<file path="src/rtl/fma_arb_pkg.sv">
`default_nettype none
// ---------------------------------------------------------------------------
// fma_arb_pkg : shared types, constants and arbitration helper for fma_arb
// Rev 1.0
// ---------------------------------------------------------------------------
package fma_arb_pkg;

  localparam int NREQ       = 2;
  localparam int CTL_W      = 5;
  localparam int FLG_W      = 5;
  localparam int DEF_FLEN   = 64;
  localparam int DEF_LAT    = 4;
  localparam int DEF_QDEPTH = 4;

  typedef enum logic [1:0] {
    OP_FMADD  = 2'd0,
    OP_FMSUB  = 2'd1,
    OP_FNMSUB = 2'd2,
    OP_FNMADD = 2'd3
  } fma_op_e;

  typedef struct packed {
    fma_op_e    op;
    logic [2:0] frm;
  } fma_ctl_t;

  // last_idx is the requester granted most recently; on a tie the other wins
  function automatic logic [NREQ-1:0] rr_grant(input logic [NREQ-1:0] elig,
                                               input logic            last_idx);
    rr_grant = '0;
    if (elig[0] && (!elig[1] || last_idx)) begin
      rr_grant = 2'b01;
    end else if (elig[1]) begin
      rr_grant = 2'b10;
    end
  endfunction

endpackage
`default_nettype wire

</file>
<file path="src/rtl/fma_arb_if.sv">
`default_nettype none
// ---------------------------------------------------------------------------
// fma_arb_if : request, FMA-unit and response signals of the arbiter
// Rev 1.0
// ---------------------------------------------------------------------------
interface fma_arb_if
  import fma_arb_pkg::*;
#(
  parameter int FLEN = fma_arb_pkg::DEF_FLEN
);

  logic     [NREQ-1:0]            req_valid;
  logic     [NREQ-1:0]            req_ready;
  logic     [NREQ-1:0][FLEN-1:0]  req_x;
  logic     [NREQ-1:0][FLEN-1:0]  req_y;
  logic     [NREQ-1:0][FLEN-1:0]  req_z;
  fma_ctl_t [NREQ-1:0]            req_ctl;
  logic     [NREQ-1:0]            flush;

  logic                           fma_issue;
  logic     [FLEN-1:0]            fma_x;
  logic     [FLEN-1:0]            fma_y;
  logic     [FLEN-1:0]            fma_z;
  fma_ctl_t                       fma_ctl;
  logic     [FLEN-1:0]            fma_res;
  logic     [FLG_W-1:0]           fma_flg;

  logic     [NREQ-1:0]            rsp_valid;
  logic     [NREQ-1:0]            rsp_ready;
  logic     [NREQ-1:0][FLEN-1:0]  rsp_res;
  logic     [NREQ-1:0][FLG_W-1:0] rsp_flg;

  modport master (
    output req_valid, req_x, req_y, req_z, req_ctl, flush, fma_res, fma_flg, rsp_ready,
    input  req_ready, fma_issue, fma_x, fma_y, fma_z, fma_ctl, rsp_valid, rsp_res, rsp_flg
  );

  modport slave (
    input  req_valid, req_x, req_y, req_z, req_ctl, flush, fma_res, fma_flg, rsp_ready,
    output req_ready, fma_issue, fma_x, fma_y, fma_z, fma_ctl, rsp_valid, rsp_res, rsp_flg
  );

endinterface
`default_nettype wire

</file>
<file path="src/rtl/fma_arb_fifo.sv">
`default_nettype none
// ---------------------------------------------------------------------------
// fma_arb_fifo : per-requester result queue with synchronous clear
// Rev 1.0
// ---------------------------------------------------------------------------
module fma_arb_fifo #(
  parameter int DEPTH = 4,
  parameter int WIDTH = 69
) (
  input  logic                   clk,
  input  logic                   reset_n,
  input  logic                   clr_i,
  input  logic                   push_i,
  input  logic [WIDTH-1:0]       din_i,
  input  logic                   pop_i,
  output logic [WIDTH-1:0]       dout_o,
  output logic                   valid_o,
  output logic [$clog2(DEPTH):0] count_o
);

  localparam int AW = $clog2(DEPTH);

  logic [WIDTH-1:0] mem_q [DEPTH];
  logic [AW-1:0]    wr_q, wr_d;
  logic [AW-1:0]    rd_q, rd_d;
  logic [AW:0]      cnt_q, cnt_d;
  logic             push_en;
  logic             pop_en;

  assign push_en = push_i & ~clr_i;
  assign pop_en  = pop_i & valid_o & ~clr_i;

  always_comb begin
    wr_d  = wr_q;
    rd_d  = rd_q;
    cnt_d = cnt_q;
    if (clr_i) begin
      wr_d  = '0;
      rd_d  = '0;
      cnt_d = '0;
    end else begin
      if (push_en) wr_d = wr_q + 1'b1;
      if (pop_en)  rd_d = rd_q + 1'b1;
      if (push_en && !pop_en) begin
        cnt_d = cnt_q + 1'b1;
      end else if (!push_en && pop_en) begin
        cnt_d = cnt_q - 1'b1;
      end
    end
  end

  always_ff @(posedge clk or negedge reset_n) begin
    if (!reset_n) begin
      wr_q  <= '0;
      rd_q  <= '0;
      cnt_q <= '0;
    end else begin
      wr_q  <= wr_d;
      rd_q  <= rd_d;
      cnt_q <= cnt_d;
    end
  end

  // Storage needs no reset: the head is masked to zero whenever the queue is empty
  always_ff @(posedge clk) begin
    if (push_en) begin
      mem_q[wr_q] <= din_i;
    end
  end

  assign valid_o = (cnt_q != '0);
  assign dout_o  = valid_o ? mem_q[rd_q] : '0;
  assign count_o = cnt_q;

endmodule
`default_nettype wire

</file>
<file path="src/rtl/fma_arb.sv">
`default_nettype none
// ---------------------------------------------------------------------------
// fma_arb : round-robin, credit-based arbiter for one shared pipelined FMA unit
// Rev 1.0
// ---------------------------------------------------------------------------
module fma_arb
  import fma_arb_pkg::*;
#(
  parameter int FLEN   = DEF_FLEN,
  parameter int LAT    = DEF_LAT,
  parameter int QDEPTH = DEF_QDEPTH
) (
  input  logic     clk,
  input  logic     reset_n,
  fma_arb_if.slave bus
);

  localparam int CW = $clog2(QDEPTH) + 1;
  localparam int SW = CW + 1;
  localparam int DW = FLEN + FLG_W;

  logic [NREQ-1:0]           elig;
  logic [NREQ-1:0]           grant;
  logic [NREQ-1:0]           credit;
  logic [NREQ-1:0]           exit_hit;
  logic [NREQ-1:0]           push;
  logic [NREQ-1:0]           pop;
  logic [NREQ-1:0]           rsp_v;
  logic [NREQ-1:0][CW-1:0]   qcnt;
  logic [NREQ-1:0][CW-1:0]   infl_q, infl_d;
  logic [NREQ-1:0][DW-1:0]   dout;
  logic [NREQ-1:0][FLEN-1:0] rsp_res_w;
  logic [NREQ-1:0][FLG_W-1:0] rsp_flg_w;
  logic                      last_q, last_d;
  logic [LAT-1:0]            pv_q, pv_d;
  logic [LAT-1:0]            pid_q, pid_d;

  // Outstanding work (in the pipe or queued) may never exceed the queue depth
  always_comb begin
    credit = '0;
    for (int r = 0; r < NREQ; r++) begin
      credit[r] = (({1'b0, infl_q[r]} + {1'b0, qcnt[r]}) < SW'(QDEPTH));
    end
  end

  always_comb begin
    elig  = bus.req_valid & ~bus.flush & credit;
    grant = '0;
    if (reset_n) begin
      grant = rr_grant(elig, last_q);
    end
    last_d = (|grant) ? grant[1] : last_q;
  end

  assign bus.req_ready = grant;
  assign bus.fma_issue = |grant;
  assign bus.fma_x     = grant[1] ? bus.req_x[1]   : bus.req_x[0];
  assign bus.fma_y     = grant[1] ? bus.req_y[1]   : bus.req_y[0];
  assign bus.fma_z     = grant[1] ? bus.req_z[1]   : bus.req_z[0];
  assign bus.fma_ctl   = grant[1] ? bus.req_ctl[1] : bus.req_ctl[0];

  // Stage LAT-1 is the op issued LAT cycles ago, aligned with fma_res/fma_flg
  always_comb begin
    pv_d  = '0;
    pid_d = '0;
    for (int s = LAT - 1; s > 0; s--) begin
      pv_d[s]  = pv_q[s-1];
      pid_d[s] = pid_q[s-1];
    end
    pv_d[0]  = |grant;
    pid_d[0] = grant[1];
    for (int s = 0; s < LAT; s++) begin
      if (bus.flush[pid_d[s]]) pv_d[s] = 1'b0;
    end
  end

  assign exit_hit = pv_q[LAT-1] ? (pid_q[LAT-1] ? 2'b10 : 2'b01) : 2'b00;
  assign push     = exit_hit & ~bus.flush;
  assign pop      = rsp_v & bus.rsp_ready;

  always_comb begin
    infl_d = infl_q;
    for (int r = 0; r < NREQ; r++) begin
      if (bus.flush[r]) begin
        infl_d[r] = '0;
      end else if (grant[r] && !exit_hit[r]) begin
        infl_d[r] = infl_q[r] + 1'b1;
      end else if (!grant[r] && exit_hit[r]) begin
        infl_d[r] = infl_q[r] - 1'b1;
      end
    end
  end

  always_ff @(posedge clk or negedge reset_n) begin
    if (!reset_n) begin
      last_q <= 1'b1;
      pv_q   <= '0;
      pid_q  <= '0;
      infl_q <= '0;
    end else begin
      last_q <= last_d;
      pv_q   <= pv_d;
      pid_q  <= pid_d;
      infl_q <= infl_d;
    end
  end

  for (genvar r = 0; r < NREQ; r++) begin : g_queue
    fma_arb_fifo #(
      .DEPTH (QDEPTH),
      .WIDTH (DW)
    ) u_fifo (
      .clk     (clk),
      .reset_n (reset_n),
      .clr_i   (bus.flush[r]),
      .push_i  (push[r]),
      .din_i   ({bus.fma_flg, bus.fma_res}),
      .pop_i   (pop[r]),
      .dout_o  (dout[r]),
      .valid_o (rsp_v[r]),
      .count_o (qcnt[r])
    );
    assign rsp_res_w[r] = dout[r][FLEN-1:0];
    assign rsp_flg_w[r] = dout[r][DW-1:FLEN];
  end

  assign bus.rsp_valid = rsp_v;
  assign bus.rsp_res   = rsp_res_w;
  assign bus.rsp_flg   = rsp_flg_w;

endmodule
`default_nettype wire

</file>
<file path="src/flat_wrapper.sv">
// flat-port wrapper written by rule: the top's interface ports become plain ports
module fma_arb_flat import fma_arb_pkg::*;
#(
  parameter int FLEN   = DEF_FLEN,
  parameter int LAT    = DEF_LAT,
  parameter int QDEPTH = DEF_QDEPTH
)
  (clk, reset_n, bus_req_valid, bus_req_x, bus_req_y, bus_req_z, bus_req_ctl, bus_flush, bus_fma_res, bus_fma_flg, bus_rsp_ready, bus_req_ready, bus_fma_issue, bus_fma_x, bus_fma_y, bus_fma_z, bus_fma_ctl, bus_rsp_valid, bus_rsp_res, bus_rsp_flg);
  fma_arb_if #(.FLEN(FLEN)) bus_i ();
  input  logic clk;
  input  logic reset_n;
  input wire logic [$bits(bus_i.req_valid)-1:0] bus_req_valid;
  input wire logic [$bits(bus_i.req_x)-1:0] bus_req_x;
  input wire logic [$bits(bus_i.req_y)-1:0] bus_req_y;
  input wire logic [$bits(bus_i.req_z)-1:0] bus_req_z;
  input wire logic [$bits(bus_i.req_ctl)-1:0] bus_req_ctl;
  input wire logic [$bits(bus_i.flush)-1:0] bus_flush;
  input wire logic [$bits(bus_i.fma_res)-1:0] bus_fma_res;
  input wire logic [$bits(bus_i.fma_flg)-1:0] bus_fma_flg;
  input wire logic [$bits(bus_i.rsp_ready)-1:0] bus_rsp_ready;
  output wire logic [$bits(bus_i.req_ready)-1:0] bus_req_ready;
  output wire logic [$bits(bus_i.fma_issue)-1:0] bus_fma_issue;
  output wire logic [$bits(bus_i.fma_x)-1:0] bus_fma_x;
  output wire logic [$bits(bus_i.fma_y)-1:0] bus_fma_y;
  output wire logic [$bits(bus_i.fma_z)-1:0] bus_fma_z;
  output wire logic [$bits(bus_i.fma_ctl)-1:0] bus_fma_ctl;
  output wire logic [$bits(bus_i.rsp_valid)-1:0] bus_rsp_valid;
  output wire logic [$bits(bus_i.rsp_res)-1:0] bus_rsp_res;
  output wire logic [$bits(bus_i.rsp_flg)-1:0] bus_rsp_flg;
  assign bus_i.req_valid = bus_req_valid;
  assign bus_i.req_x = bus_req_x;
  assign bus_i.req_y = bus_req_y;
  assign bus_i.req_z = bus_req_z;
  assign bus_i.req_ctl = bus_req_ctl;
  assign bus_i.flush = bus_flush;
  assign bus_i.fma_res = bus_fma_res;
  assign bus_i.fma_flg = bus_fma_flg;
  assign bus_i.rsp_ready = bus_rsp_ready;
  assign bus_req_ready = bus_i.req_ready;
  assign bus_fma_issue = bus_i.fma_issue;
  assign bus_fma_x = bus_i.fma_x;
  assign bus_fma_y = bus_i.fma_y;
  assign bus_fma_z = bus_i.fma_z;
  assign bus_fma_ctl = bus_i.fma_ctl;
  assign bus_rsp_valid = bus_i.rsp_valid;
  assign bus_rsp_res = bus_i.rsp_res;
  assign bus_rsp_flg = bus_i.rsp_flg;
  fma_arb #(.FLEN(FLEN), .LAT(LAT), .QDEPTH(QDEPTH)) u_core (.clk(clk), .reset_n(reset_n), .bus(bus_i));
endmodule
</file>
<file path="config.mk">
export PLATFORM = sky130hd
export DESIGN_NAME = fma_arb_flat
export DESIGN_NICKNAME = d
export VERILOG_FILES = /design/src/rtl/fma_arb_pkg.sv /design/src/rtl/fma_arb_if.sv /design/src/rtl/fma_arb_fifo.sv /design/src/rtl/fma_arb.sv /design/src/flat_wrapper.sv
export SDC_FILE = /design/constraint.sdc
export NUM_CORES = 1
export LEC_CHECK = 0
export CORE_AREA = 2 2 319 321
export CTS_CLUSTER_SIZE = 40
export DETAILED_ROUTE_END_ITERATION = 8
export DIE_AREA = 0 0 321 323
export DONT_BUFFER_PORTS = 1
export GPL_ROUTABILITY_DRIVEN = 0
export PLACE_DENSITY = 0.47
export RECOVER_POWER = 25
export SLEW_MARGIN = 25
export SYNTH_ARGS = -nofsm -noshare
export SYNTH_HDL_FRONTEND = slang
export SYNTH_SLANG_ARGS = --single-unit
</file>
<file path="constraint.sdc">
create_clock -name clk -period 11.65 [get_ports clk]
set_input_delay 3.495 -clock clk [delete_from_list [all_inputs] [get_ports clk]]
set_output_delay 3.495 -clock clk [all_outputs]
set_load 0.01 [all_outputs]
</file>
==> impl_metrics.csv <==
group,metric,value,unit
clocking,cts_tree,"yes",
clocking,cts_root_buf,"clkbuf_16",
global_route,grt_usage,23.7,%
floorplanning,start_util,24.7,%
floorplanning,die_y,323,µm
routing,dr.pass1.iters,5,
synth,synthSimpleGateAreaFrac,4.99,%
timing,hold_viol_final,0,
routing,routedWlPerCell,47.0,µm
critical_path,critPathLaunchType,"primary input",
critical_path,cp-end-kind,"output pin",
timing,fin_skew,0.0445,ns
global_route,grt_pass1_vias,13100,
clocking,cts_resized,0,
power,p_leak,8.74,nW
clocking,cts-htree-levels,2,
timing,finalSetupTns,0,ns
power,fin_total_pwr,5.78,mW
synth,yosys.area_share.adder,0.926,%
synth,synth_top_family_by_area,"multiplexers",
synth,yosys_register_bits,581,
clocking,path_clk_slew,0.06,ns
outcome,outcome,"finished with violations",
synth,syn-num-nets,1768,
routing,drc,0,
synth,synth_cells,1281,
power,power_per_cell_area,204,nW/µm²
global_route,overflow,0,
final_layout,multi_input_area,7150,µm²
clocking,cts_setup_buffers,0,
synth,synth-edff-count,552,
floorplanning,core,101000,µm²
final_layout,layout_commonest_cell,"edfxtp_1",
clocking,cts_sinks,581,
placement,port_buffers,0,
synth,muxShareOfSynthArea,21.9,%
synth,synth_xor_area_share,0.352,%
critical_path,worstPathArrival,5.73,ns
final_layout,drive_gt1_share,34.1,%
synth,avgSynthCellArea,19.4,µm²
timing,setup_viol,0,
timing,min_period,9.23,ns
power,peakVddDrop,166,µV
flow_run,cap_violations,0,
final_layout,post-route-util,28.1,%
clocking,ctsHoldBuffers,0,
final_layout,mostFrequentLayoutCells,"552 x edfxtp_1, 200 x mux2_2, 146 x and2_1",
routing,finalWirelength,127,mm
timing,rsz0062_at_grt,"false",
hold_path,hold_path_class,"register to register",
timing,relSlewSlack,29.9,%
routing,drt_iter0_markers,1055,
placement,hpwl,100,mm
synth,netlist_area,24900,µm²
final_layout,seq_area,17300,µm²
routing,detail-route-antenna-nets,3,
critical_path,critPathMaxFanout,115,
synth,synth_compound_area_share,0.458,%
synth,synthFlopType,"edfxtp_1",
synth,synth_cell_type_count,39,
critical_path,critPathKind,"primary input to output pin",
timing,max_freq,108,MHz
floorplanning,boundaryPins,811,
floorplanning,rows,117,
final_layout,areaGrowthSynthToFinish,14.0,%
critical_path,critPathRequiredTime,8.16,ns
global_route,grt_pass1_wl,155,mm
final_layout,fill_cells,10000,
synth,yosysWarnings,0,
global_route,grt_max_degree,116,
timing,tightest_slew,1.05,ns
global_route,grt_antenna_before_repair,212,
synth,async_flop_share,4.99,%
floorplanning,fp.dieW,321,µm
clocking,cts.path.max_buffers,3,
floorplanning,die_area,104000,µm²
outcome,violations,"antenna rules",
clocking,clk_latency,0.64,ns
clocking,cts_made_buffers,59,
timing,final.period_utilization,79.2,%
routing,viasPerCell,5.03,
routing,vias,13500,
final_layout,final_nets,1768,
timing,drv_slew,0,
synth,yosysSeqAreaShare,69.6,%
synthesized netlist by cell type, drive strengths merged, types with 2 or more instances:
| cell type | number | area, µm² |
|---|---|---|
| and2 | 154 | 963 |
| nor3 | 4 | 20.0 |
| xnor2 | 5 | 43.8 |
| o21ai | 3 | 15.0 |
| nand2b | 2 | 12.5 |
| nor2 | 25 | 93.8 |
| mux4 | 138 | 3110 |
| nand3 | 4 | 20.0 |
| xor2 | 5 | 43.8 |
| ha | 12 | 150 |
| a211oi | 2 | 15.0 |
| inv | 15 | 56.3 |
| and3 | 2 | 12.5 |
| mux2 | 203 | 2290 |
| mux2i | 5 | 50.1 |
| fa | 4 | 80.1 |
| a21oi | 8 | 40.0 |
| or3 | 2 | 12.5 |
| edfxtp | 552 | 16600 |
| nand2 | 13 | 48.8 |
| dfrtp | 28 | 701 |
| nor2b | 4 | 25.0 |
| clkbuf | 39 | 146 |
| buf | 41 | 238 |
metal layers:
layer | global-route usage [%] | vias up | routed length, µm
met5 | 0 | - | 123
met4 | 7.82 | 18 | 5100
met3 | 8.54 | 354 | 11500
met2 | 42.5 | 974 | 64900
met1 | 26.0 | 7073 | 44900
li1 | - | 5128 | -
stage by stage:
| stage | worst slack, ns | hold WS [ns] | cells | cell area (µm²) |
|---|---|---|---|---|
| after CTS | 2.26 | 0.380 | 2634 | 28200 |
| after global routing | 2.39 | 0.405 | 2656 | 28300 |
| after floorplan | 3.02 | 0.374 | 1281 | 24900 |
| final | 2.42 | 0.395 | 2693 | 28400 |
| after detailed placement | 2.27 | 0.390 | 2528 | 26300 |
| after global placement | 2.34 | 0.388 | 2528 | 26300 |
cells by family after synthesis:
group / count (synthesis)
simple gates: 214
mux: 346
xor+xnor: 10
flops: 581
fa+ha+maj: 16
compound gates: 18
buf+inv: 96
worst max-delay path, stage by stage:
cell and delay, ns:
or4_1 0.60, o21bai_4 0.27, buf_6 0.72, mux2_2 0.47
sequential cells by signal (all words and copies together), names as in the netlist:
register	flops
u_core.g_queue.u_fifo.count_o	6
u_core.pv_q	4
u_core.g_queue.u_fifo.mem_q	552
u_core.g_queue.u_fifo.rd_q	4
u_core.infl_q	6
u_core.pid_q	4
u_core.last_q	1
u_core.g_queue.u_fifo.wr_q	4
where the power goes:
group | internal [mW] | switching [mW]
combinational | 0.538 | 1.01
clock | 1.05 | 0.807
sequential | 2.31 | 0.0667
total | 3.90 | 1.88
area by class of cell:
| cell class | instances | area share (%) |
|---|---|---|
| Multi-Input combinational cell | 604 | 25.2 |
| Clock inverter | 31 | 1.17 |
| Antenna cell | 58 | 0.512 |
| Clock buffer | 75 | 5.42 |
| Inverter | 16 | 0.216 |
| Sequential cell | 581 | 61.1 |
| Timing Repair Buffer | 19 | 0.600 |
| Tap cell | 1309 | 5.78 |
worst paths after layout:
kind,from,to,slack (ns),cells past startpoint
setup / recovery,bus_flush[0],bus_fma_ctl[0],2.42,4
hold / removal,u_core.pid_q[2],u_core.pid_q[3],0.40,0
setup reg to reg,u_core.pv_q[3],u_core.g_queue[1].u_fifo.mem_q[3][60],8.62,4
max in group asynchronous,reset_n,u_core.last_q,8.89,0
hold reg to reg,u_core.pid_q[2],u_core.pid_q[3],0.40,0
min in group asynchronous,reset_n,u_core.g_queue[1].u_fifo.rd_q[0],2.54,0
(Power assumes the default switching activity.)
